[src/rtl/regfile_wb_arbiter_if.sv]
// Register-file write-port bundle: pipeline writeback, MDU result
// handshake, the single write port and the MDU pending mask.
interface regfile_wb_arbiter_if;
  logic        wb_valid_i;
  logic [4:0]  wb_addr_i;
  logic [31:0] wb_data_i;
  logic        wb_ready_o;
  logic        mdu_valid_i;
  logic [4:0]  mdu_addr_i;
  logic [31:0] mdu_data_i;
  logic        mdu_ready_o;
  logic        RegWrite_o;
  logic [4:0]  RDaddr_o;
  logic [31:0] RDdata_o;
  logic [31:0] pending_o;

  modport master (
    output wb_valid_i, wb_addr_i, wb_data_i,
    output mdu_valid_i, mdu_addr_i, mdu_data_i,
    input  wb_ready_o, mdu_ready_o,
    input  RegWrite_o, RDaddr_o, RDdata_o,
    input  pending_o
  );

  modport slave (
    input  wb_valid_i, wb_addr_i, wb_data_i,
    input  mdu_valid_i, mdu_addr_i, mdu_data_i,
    output wb_ready_o, mdu_ready_o,
    output RegWrite_o, RDaddr_o, RDdata_o,
    output pending_o
  );
endinterface

[src/rtl/regfile_wb_arbiter.sv]
// Write-port arbiter: pipeline first, MDU results via FIFO + starve guard.
// Ports: clk_i, rst_n_i, bus (slave). Option macro: WBARB_BYPASS_EN.
module regfile_wb_arbiter #(
  parameter int unsigned DEPTH        = 4,
  parameter int unsigned STARVE_LIMIT = 8
) (
  input  logic                 clk_i,
  input  logic                 rst_n_i,
  regfile_wb_arbiter_if.slave  bus
);

  localparam int unsigned AW = $clog2(DEPTH);
  localparam int unsigned CW = AW + 1;
  localparam int unsigned SW = $clog2(STARVE_LIMIT + 1);

  typedef enum logic [1:0] {
    SEL_NONE,
    SEL_WB,
    SEL_FIFO,
    SEL_MDU
  } sel_e;

  logic [4:0]       addr_q [DEPTH];
  logic [31:0]      data_q [DEPTH];
  logic [DEPTH-1:0] vld_q, vld_d;
  logic [AW-1:0]    wr_ptr_q, wr_ptr_d;
  logic [AW-1:0]    rd_ptr_q, rd_ptr_d;
  logic [CW-1:0]    cnt_q, cnt_d;
  logic [SW-1:0]    starve_q, starve_d;
  logic             force_q, force_d;

  sel_e        sel;
  logic        empty, full, push, pop;
  logic [4:0]  w_addr;
  logic [31:0] w_data;
  logic [31:0] pend;

  assign empty = (cnt_q == '0);
  assign full  = (cnt_q == CW'(DEPTH));

  always_comb begin
    sel = SEL_NONE;
    if (force_q)
      sel = SEL_FIFO;
    else if (bus.wb_valid_i)
      sel = SEL_WB;
    else if (!empty)
      sel = SEL_FIFO;
`ifdef WBARB_BYPASS_EN
    else if (bus.mdu_valid_i)
      sel = SEL_MDU;
`else
    else
      sel = SEL_NONE;
`endif
  end

  always_comb begin
    w_addr = '0;
    w_data = '0;
    unique case (sel)
      SEL_WB: begin
        w_addr = bus.wb_addr_i;
        w_data = bus.wb_data_i;
      end
      SEL_FIFO: begin
        w_addr = addr_q[rd_ptr_q];
        w_data = data_q[rd_ptr_q];
      end
      SEL_MDU: begin
        w_addr = bus.mdu_addr_i;
        w_data = bus.mdu_data_i;
      end
      default: begin
        w_addr = '0;
        w_data = '0;
      end
    endcase
  end

  // $zero writes are still consumed, only the enable is dropped
  assign bus.RegWrite_o  = (sel != SEL_NONE) && (w_addr != '0);
  assign bus.RDaddr_o    = w_addr;
  assign bus.RDdata_o    = w_data;
  assign bus.wb_ready_o  = !force_q;
  assign bus.mdu_ready_o = !full;

  assign pop  = (sel == SEL_FIFO);
  assign push = bus.mdu_valid_i && !full &&
                (bus.mdu_addr_i != '0) && (sel != SEL_MDU);

  always_comb begin
    vld_d    = vld_q;
    wr_ptr_d = wr_ptr_q;
    rd_ptr_d = rd_ptr_q;
    if (pop) begin
      vld_d[rd_ptr_q] = 1'b0;
      rd_ptr_d        = rd_ptr_q + AW'(1);
    end
    if (push) begin
      vld_d[wr_ptr_q] = 1'b1;
      wr_ptr_d        = wr_ptr_q + AW'(1);
    end
    cnt_d = cnt_q + CW'(push) - CW'(pop);
  end

  // Head blocked this cycle: count toward a forced slot
  always_comb begin
    starve_d = '0;
    force_d  = 1'b0;
    if (!empty && !pop) begin
      if (32'(starve_q) + 32'd1 == 32'(STARVE_LIMIT))
        force_d = 1'b1;
      else
        starve_d = starve_q + SW'(1);
    end
  end

  always_comb begin
    pend = '0;
    for (int i = 0; i < DEPTH; i++)
      if (vld_q[i])
        pend[addr_q[i]] = 1'b1;
    pend[0] = 1'b0;
  end

  assign bus.pending_o = pend;

  always_ff @(posedge clk_i) begin
    if (push) begin
      addr_q[wr_ptr_q] <= bus.mdu_addr_i;
      data_q[wr_ptr_q] <= bus.mdu_data_i;
    end
  end

  always_ff @(posedge clk_i or negedge rst_n_i) begin
    if (!rst_n_i) begin
      vld_q    <= '0;
      wr_ptr_q <= '0;
      rd_ptr_q <= '0;
      cnt_q    <= '0;
      starve_q <= '0;
      force_q  <= 1'b0;
    end else begin
      vld_q    <= vld_d;
      wr_ptr_q <= wr_ptr_d;
      rd_ptr_q <= rd_ptr_d;
      cnt_q    <= cnt_d;
      starve_q <= starve_d;
      force_q  <= force_d;
    end
  end

endmodule

[src/flat_wrapper.sv]
// flat-port wrapper written by rule: the top's interface ports become plain ports
module regfile_wb_arbiter_flat 
#(
  parameter int unsigned DEPTH        = 4,
  parameter int unsigned STARVE_LIMIT = 8
)
  (clk_i, rst_n_i, bus_wb_valid_i, bus_wb_addr_i, bus_wb_data_i, bus_mdu_valid_i, bus_mdu_addr_i, bus_mdu_data_i, bus_wb_ready_o, bus_mdu_ready_o, bus_RegWrite_o, bus_RDaddr_o, bus_RDdata_o, bus_pending_o);
  regfile_wb_arbiter_if bus_i ();
  input  logic clk_i;
  input  logic rst_n_i;
  input wire logic [$bits(bus_i.wb_valid_i)-1:0] bus_wb_valid_i;
  input wire logic [$bits(bus_i.wb_addr_i)-1:0] bus_wb_addr_i;
  input wire logic [$bits(bus_i.wb_data_i)-1:0] bus_wb_data_i;
  input wire logic [$bits(bus_i.mdu_valid_i)-1:0] bus_mdu_valid_i;
  input wire logic [$bits(bus_i.mdu_addr_i)-1:0] bus_mdu_addr_i;
  input wire logic [$bits(bus_i.mdu_data_i)-1:0] bus_mdu_data_i;
  output wire logic [$bits(bus_i.wb_ready_o)-1:0] bus_wb_ready_o;
  output wire logic [$bits(bus_i.mdu_ready_o)-1:0] bus_mdu_ready_o;
  output wire logic [$bits(bus_i.RegWrite_o)-1:0] bus_RegWrite_o;
  output wire logic [$bits(bus_i.RDaddr_o)-1:0] bus_RDaddr_o;
  output wire logic [$bits(bus_i.RDdata_o)-1:0] bus_RDdata_o;
  output wire logic [$bits(bus_i.pending_o)-1:0] bus_pending_o;
  assign bus_i.wb_valid_i = bus_wb_valid_i;
  assign bus_i.wb_addr_i = bus_wb_addr_i;
  assign bus_i.wb_data_i = bus_wb_data_i;
  assign bus_i.mdu_valid_i = bus_mdu_valid_i;
  assign bus_i.mdu_addr_i = bus_mdu_addr_i;
  assign bus_i.mdu_data_i = bus_mdu_data_i;
  assign bus_wb_ready_o = bus_i.wb_ready_o;
  assign bus_mdu_ready_o = bus_i.mdu_ready_o;
  assign bus_RegWrite_o = bus_i.RegWrite_o;
  assign bus_RDaddr_o = bus_i.RDaddr_o;
  assign bus_RDdata_o = bus_i.RDdata_o;
  assign bus_pending_o = bus_i.pending_o;
  regfile_wb_arbiter #(.DEPTH(DEPTH), .STARVE_LIMIT(STARVE_LIMIT)) u_core (.clk_i(clk_i), .rst_n_i(rst_n_i), .bus(bus_i));
endmodule
[config.mk]
export PLATFORM = sky130hd
export DESIGN_NAME = regfile_wb_arbiter_flat
export DESIGN_NICKNAME = d
export VERILOG_FILES = /design/src/rtl/regfile_wb_arbiter_if.sv /design/src/rtl/regfile_wb_arbiter.sv /design/src/flat_wrapper.sv
export SDC_FILE = /design/constraint.sdc
export NUM_CORES = 1
export LEC_CHECK = 0
export CAP_MARGIN = 20
export CORE_ASPECT_RATIO = 1.4
export CORE_MARGIN = 8
export CORE_UTILIZATION = 61
export CTS_CLUSTER_DIAMETER = 150
export CTS_CLUSTER_SIZE = 24
export DETAILED_ROUTE_END_ITERATION = 12
export DONT_BUFFER_PORTS = 1
export HOLD_SLACK_MARGIN = 0.05
export PLACE_DENSITY = 0.86
export SLEW_MARGIN = 15
export SYNTH_ARGS = -nofsm -noshare
export SYNTH_HDL_FRONTEND = slang
export SYNTH_SLANG_ARGS = --single-unit
[constraint.sdc]
create_clock -name clk_i -period 5.15 [get_ports clk_i]
set_clock_uncertainty 0.2 [all_clocks]
set_input_delay 0.7725 -clock clk_i [delete_from_list [all_inputs] [get_ports clk_i]]
set_output_delay 0.7725 -clock clk_i [all_outputs]
set_load 0.01 [all_outputs]
# ---- Yosys cells after proc, flatten, opt, wreduce, memory -nomap -nowiden
# Memory sizes are Yosys's and may differ from the RTL's.
# Index checks and enable logic that the tools add are counted.
# Widths: inputs -> output; s select.
dict set report totals {
  register_bits 16
  mem_bits_rw 148
  input_bits 78
  out_inout_bits 72
  wordCells 86
  memories 2
}
dict set report op_classes {
  addsub 6
  n_lt_le_gt_ge 12
  eq_ne 6
  n_mux 29
  n_bitwise 6
  n_reduce_logical 19
}
# memory words word_bits read_ports rd_clocked_by_memory_dff wr line_no
set mem_list {}
lappend mem_list {u_core.data_q 4 32 1 0 1 regfile_wb_arbiter.sv:24} ;# logic [31:0] data_q [DEPTH];
lappend mem_list {u_core.addr_q 4 5 5 0 1 regfile_wb_arbiter.sv:23} ;# logic [4:0] addr_q [DEPTH];
# cell count
set op_table {}
lappend op_table {{$mux 32} 4}
lappend op_table {{$or 32x32->32} 3}
lappend op_table {{$pmux 32 s3} 1}
lappend op_table {{$eq 32x4->1 const B} 1}
lappend op_table {{$lt 5x6->1 const B} 4}
lappend op_table {{$demux 1 s5} 4}
lappend op_table {{$ge 5x1->1 const B} 4}
lappend op_table {{$mux 4} 4}
lappend op_table {{$pmux 5 s3} 1}
lappend op_table {{$logic_and 1x1->1} 11}
lappend op_table {{$mux 1} 10}
lappend op_table {{$reduce_bool 5->1} 2}
lappend op_table {{$lt 2x3->1 const B} 2}
lappend op_table {{$mux 2} 3}
lappend op_table {{$add 4x1->5 const B} 1}
lappend op_table {{$add 2x1->2 const B} 2}
lappend op_table {{$add 4x1->4 const B} 1}
lappend op_table {{$and 4x4->4} 1}
lappend op_table {{$demux 1 s2} 2}
lappend op_table {{$eq 2x2->1 const B} 2}
lappend op_table {{$ge 2x1->1 const B} 2}
lappend op_table {{$logic_not 1->1} 4}
lappend op_table {{$not 4->4} 1}
lappend op_table {{$or 4x4->4} 1}
lappend op_table {{other kinds (7)} 7}

# ---- Longest topological paths before layout
# An unclocked memory read counts as a cell.
dict set report depth {
  depth_word 12
  mapped_depth 9
  mapped_depth_nobuf 8
}

# ---- Worst setup path before layout
# Ideal clock, no wire load.
dict set report synth_path {
  path_kind {input port to flip-flop}
  from {input bus_mdu_addr_i[3]}
  to {register u_core.cnt_q[2]}
  arrival_ns 2.479
  t_required_ns 4.827
  setup_slack_ns 2.349
  path_stages 7
  path_buffers 1
  path_cell_list {or4_1 > o211a_1 > buf_6 > ha_1 > fa_1 > xor2_1 > xnor2_1}
}
dict set report synth_via {
  elab_chain_cells 5
}
# element line_no
set synth_rtl {}
lappend synth_rtl {{start: declaration} flat_wrapper.sv:15} ;# input wire logic [$bits(bus_i.mdu_addr_i)-1:0] bus_mdu_addr_i;
lappend synth_rtl {{$reduce_bool 5->1} regfile_wb_arbiter.sv:90} ;# (bus.mdu_addr_i != '0) && (sel != SEL_MDU);
lappend synth_rtl {{$logic_and 1x1->1} regfile_wb_arbiter.sv:89} ;# assign push = bus.mdu_valid_i && !full &&
lappend synth_rtl {{$logic_and 1x1->1} regfile_wb_arbiter.sv:90}
lappend synth_rtl {{$add 3x1->3} regfile_wb_arbiter.sv:104} ;# cnt_d = cnt_q + CW'(push) - CW'(pop);
lappend synth_rtl {{$sub 3x1->3} regfile_wb_arbiter.sv:104}
lappend synth_rtl {{named net u_core.cnt_d[2]} regfile_wb_arbiter.sv:28} ;# logic [CW-1:0] cnt_q, cnt_d;
lappend synth_rtl {{end signal: assignment} regfile_wb_arbiter.sv:148} ;# cnt_q <= cnt_d;
lappend synth_rtl {{end: declaration} regfile_wb_arbiter.sv:28}
# The timed path passes the listed nets, and every way through them passes these cells.
# A chain may end at the register's enable or synchronous reset.

# ---- Worst setup path in the final report
dict set report layout_path {
  from {register u_core.rd_ptr_q[0]}
  to {output bus_RDdata_o[7]}
}
dict set report layout_via {
  elab_chain_cells 2
}
# element line_no
set layout_rtl {}
lappend layout_rtl {{start: declaration} regfile_wb_arbiter.sv:27} ;# logic [AW-1:0] rd_ptr_q, rd_ptr_d;
lappend layout_rtl {{start signal: assignment} regfile_wb_arbiter.sv:147} ;# rd_ptr_q <= rd_ptr_d;
lappend layout_rtl {{$mem_v2 4x32} n/a}
lappend layout_rtl {{$pmux 32 s3} regfile_wb_arbiter.sv:61} ;# unique case (sel)
lappend layout_rtl {{end: declaration} flat_wrapper.sv:21} ;# output wire logic [$bits(bus_i.RDdata_o)-1:0] bus_RDdata_o;
# Every way passes these cells.

==> impl_table.tex <==
\begin{tabular}{lr}
\hline
Metric & Value \\
\hline
\multicolumn{2}{l}{\textbf{Pwr}} \\
Maximum vdd ir drop & between 300 and 400 uV \\
Power density of the placed cells & 541.2 nW/um\^{}2 \\
Leak pwr & 2.823 nW \\
PnR Total Power & 4.480 mW \\
\multicolumn{2}{l}{\textbf{Clock tree}} \\
Cell at the root of the clock tree & clkbuf\_16 \\
Maximum buffer depth of the clock tree & 2 \\
TritonCTS buffer count & 17 \\
Clock-pin slew reported for the worst setup and hold paths after clock tree synthesis & 70 ps \\
TritonCTS clock tree & yes \\
Clock sink count & 164 \\
CTS HTree Levels & 4 \\
Latest clock arrival within the worst-skew pair & roughly 420 ps \\
Number of setup buffers added after CTS & 0 \\
\multicolumn{2}{l}{\textbf{Die}} \\
Die Footprint & around 16000 um\^{}2 \\
Top-level port count & 150 \\
Horizontal die dimension & about 110 um \\
Core footprint & between 10000 and 15000 um\^{}2 \\
Die Span Y & approximately 150 um \\
Initial cell density of the core & 0.6220 \\
Placement row count & between 40 and 50 \\
\multicolumn{2}{l}{\textbf{Logic synthesis}} \\
Cell type contributing the most total cell area after synthesis & edfxtp\_1 \\
Synth Cell Area & 7621 um\^{}2 \\
Number of flops mapped to enable cells by yosys & $\sim$150 \\
Top flip-flop cell by instance count after synthesis & edfxtp\_1 \\
Sequential fraction of the synthesis area & 0.6357 \\
Cell count after synthesis & around 490 \\
Top post-synthesis cells by area & edfxtp\_1 58\%, mux4\_2 11\%, dfrtp\_1 5.3\% \\
Synth Net Count & 578 \\
Mean area per synthesized cell & 15.62 um\^{}2 \\
Area share of the largest cell type after synthesis & 0.5832 \\
Warning count from the yosys run & 0 \\
Seq cells post-synth & 164 \\
Share of async-settable or async-resettable flops after synthesis & 0.09756 \\
Cell variety after synth & 45 \\
\multicolumn{2}{l}{\textbf{Timing}} \\
Setup total negative slack & 0 ps \\
Final setup slack of the worst path & about 1500 ps \\
Post-route worst hold slack & $\sim$240 ps \\
Final Max Slew Viols & 0 \\
Unrepaired setup endpoints after global routing & false \\
Worst slew slack as a fraction of its limit & 0.3186 \\
Post-layout min period & about 3700 ps \\
Final count of negative-setup-slack endpoints & 0 \\
Period utilization & 0.7103 \\
Actual transition at the worst max-transition pin & between 1000 and 1500 ps \\
Final Hold Vio Count & 0 \\
Peak Freq & between 200 and 300 MHz \\
\multicolumn{2}{l}{\textbf{Cells and area}} \\
Multi-input logic area & roughly 2600 um\^{}2 \\
Flip-flop and latch area & 4847 um\^{}2 \\
Most common cell after layout, fill and taps aside & edfxtp\_1 \\
Layout cell share with drive strength beyond 1 & 0.1870 \\
Antenna Cells & 0 \\
Final net count & 570 \\
Synth-to-layout area growth & 8.619\% \\
Most used cells in the layout excluding fill and tap cells & 148 x edfxtp\_1, 41 x a22o\_1, 37 x mux4\_2, 29 x nor2\_1, 23 x nand2\_1 \\
Non-filler instance count after layout & 642 \\
Filler Cells Inserted & 819 \\
\multicolumn{2}{l}{\textbf{Drt}} \\
Pre-antenna DRT Iters & 6 \\
Initial drt markers & roughly 500 \\
Routed length per instance & between 20 and 30 um \\
Via total after detailed routing & approximately 4700 \\
Via density per instance & between 7 and 8 \\
ANT nets after route & 0 \\
Routed Wire Length & 18260 um \\
Detailed-route DRC error count & 0 \\
\multicolumn{2}{l}{\textbf{Place}} \\
HPWL reported at the end of detailed placement & 12110 um \\
Setup WS pre-CTS & $\sim$1900 ps \\
Port buffer count & 0 \\
Final Wtd Congestion & between 0.9 and 1 \\
Instance count after placement with tap cells included & a little over 600 \\
\multicolumn{2}{l}{\textbf{Global routing}} \\
Via count of the first global-routing pass & $\sim$5000 \\
Final global-route overflow total & 0 \\
Initial antenna violation count & 1 \\
Met1 Resource Use GR & 0.2368 \\
Global-route met3 utilization & 0.06530 \\
Busiest metal layer after global routing & met2 \\
Pin count of the biggest net entering global routing & approximately 40 \\
Global-route wire length before repair & 27850 um \\
Met2 Use GR & 0.3799 \\
GRT Resource Usage Total & 0.2181 \\
\multicolumn{2}{l}{\textbf{Hold path}} \\
Type of the tightest min-delay check & primary input to flop \\
\multicolumn{2}{l}{\textbf{Setup path}} \\
Ordered cell list for the critical path & buf\_4 -> mux4\_2 -> a22o\_1 \\
Kind of critical path & flop to output pin \\
CP max stage cell & dfrtp\_2 \\
Type of element capturing the critical path & output pin \\
Crit path DAT & approximately 2700 ps \\
Worst Path Max Fanout & 27 \\
Crit path required time & between 4000 and 5000 ps \\
Critical path buffers and inverters & 1 \\
Critical path's largest stage delay & 930 ps \\
Startpoint type of the worst setup path & flop \\
CP top delay family & flip-flops \\
\multicolumn{2}{l}{\textbf{Run}} \\
Number of maximum-capacitance violations & 0 \\
\multicolumn{2}{l}{\textbf{Status}} \\
Outcome & finished clean \\
\hline
\end{tabular}
[routing by layer]
layer / up-vias / routed length (um)
met4: 2 / 628
li1: 1984 / -
met2: 289 / 9392
met3: 63 / 1573
met5: - / 13
met1: 2334 / 6651
[power by group]
part	internal [mW]	switching (mW)	total [mW]
clock network	0.680	0.535	1.22
logic	0.559	0.669	1.23
registers	1.77	0.270	2.04
[registers in the layout, indices dropped and copies added (netlist names)]
register / cells
u_core.starve_q: 4
u_core.vld_q: 4
u_core.force_q: 1
u_core.wr_ptr_q: 2
u_core.rd_ptr_q: 2
u_core.addr_q: 20
u_core.cnt_q: 3
u_core.data_q: 128
[per-stage QoR]
step / area [um^2] / util
2_1_floorplan: 7621 / -
3_3_place_gp: 7689 / 0.6276
3_5_place_dp: 7694 / 0.6280
4_1_cts: 8273 / 0.6752
5_1_grt: 8278 / 0.6757
6_report: 8278 / 0.6757
[cell families (layout without fill, tap and decap cells)]
kind of cell / count (synthesis) / after routing / share of synthesized area
flops: 164 / 164 / 0.6357
xor+xnor: 6 / 6 / 0.006895
fa+ha+maj: 12 / 12 / 0.02069
compound gates: 111 / 111 / 0.1174
simple gates: 114 / 114 / 0.08209
mux: 38 / 38 / 0.1108
buf+inv: 42 / 46 / 0.02594
other cells: 1 / 1 / 0.0004921
[worst paths after layout]
path                       depth (start not counted)               start                   end  slack [ps]
max                                                3  u_core.rd_ptr_q[0]       bus_RDdata_o[7]        1490
min reg2reg                                        1  u_core.starve_q[0]    u_core.starve_q[0]         310
min                                                0  bus_mdu_data_i[22]  u_core.data_q[2][22]         240
max reg2reg                                        9     u_core.cnt_q[2]       u_core.cnt_q[2]        2260
min in group asynchronous                          1             rst_n_i    u_core.starve_q[1]         660
max in group asynchronous                          1             rst_n_i    u_core.rd_ptr_q[1]        3570
[cell usage after synthesis, types with 6 or more instances]
master	number
inv_1	11
dfrtp_1	16
ha_1	11
nor3b_1	7
mux4_2	37
nand3_1	8
nand3b_1	10
o221ai_1	13
edfxtp_1	148
or2_2	6
or3b_2	6
nand2_1	23
a221o_1	14
a22o_1	41
o22ai_1	16
a21oi_1	9
clkbuf_1	16
nor2_1	29
buf_2	8
[final cells by class]
type	instances	share of cell area
multi-input combinational	282	0.3144
sequential	164	0.5856
inverter	11	0.004988
clock inverter	14	0.01738
clock buffer	17	0.05139
timing repair buffer	4	0.003628
tap	150	0.02267
[what timing repair did]
item,4_1_cts,5_1_grt
gates resized for setup,0,0
hold buffers,1,0
hold endpoints to repair,16,0
No activity file was read; power rests on OpenSTA's default activity.
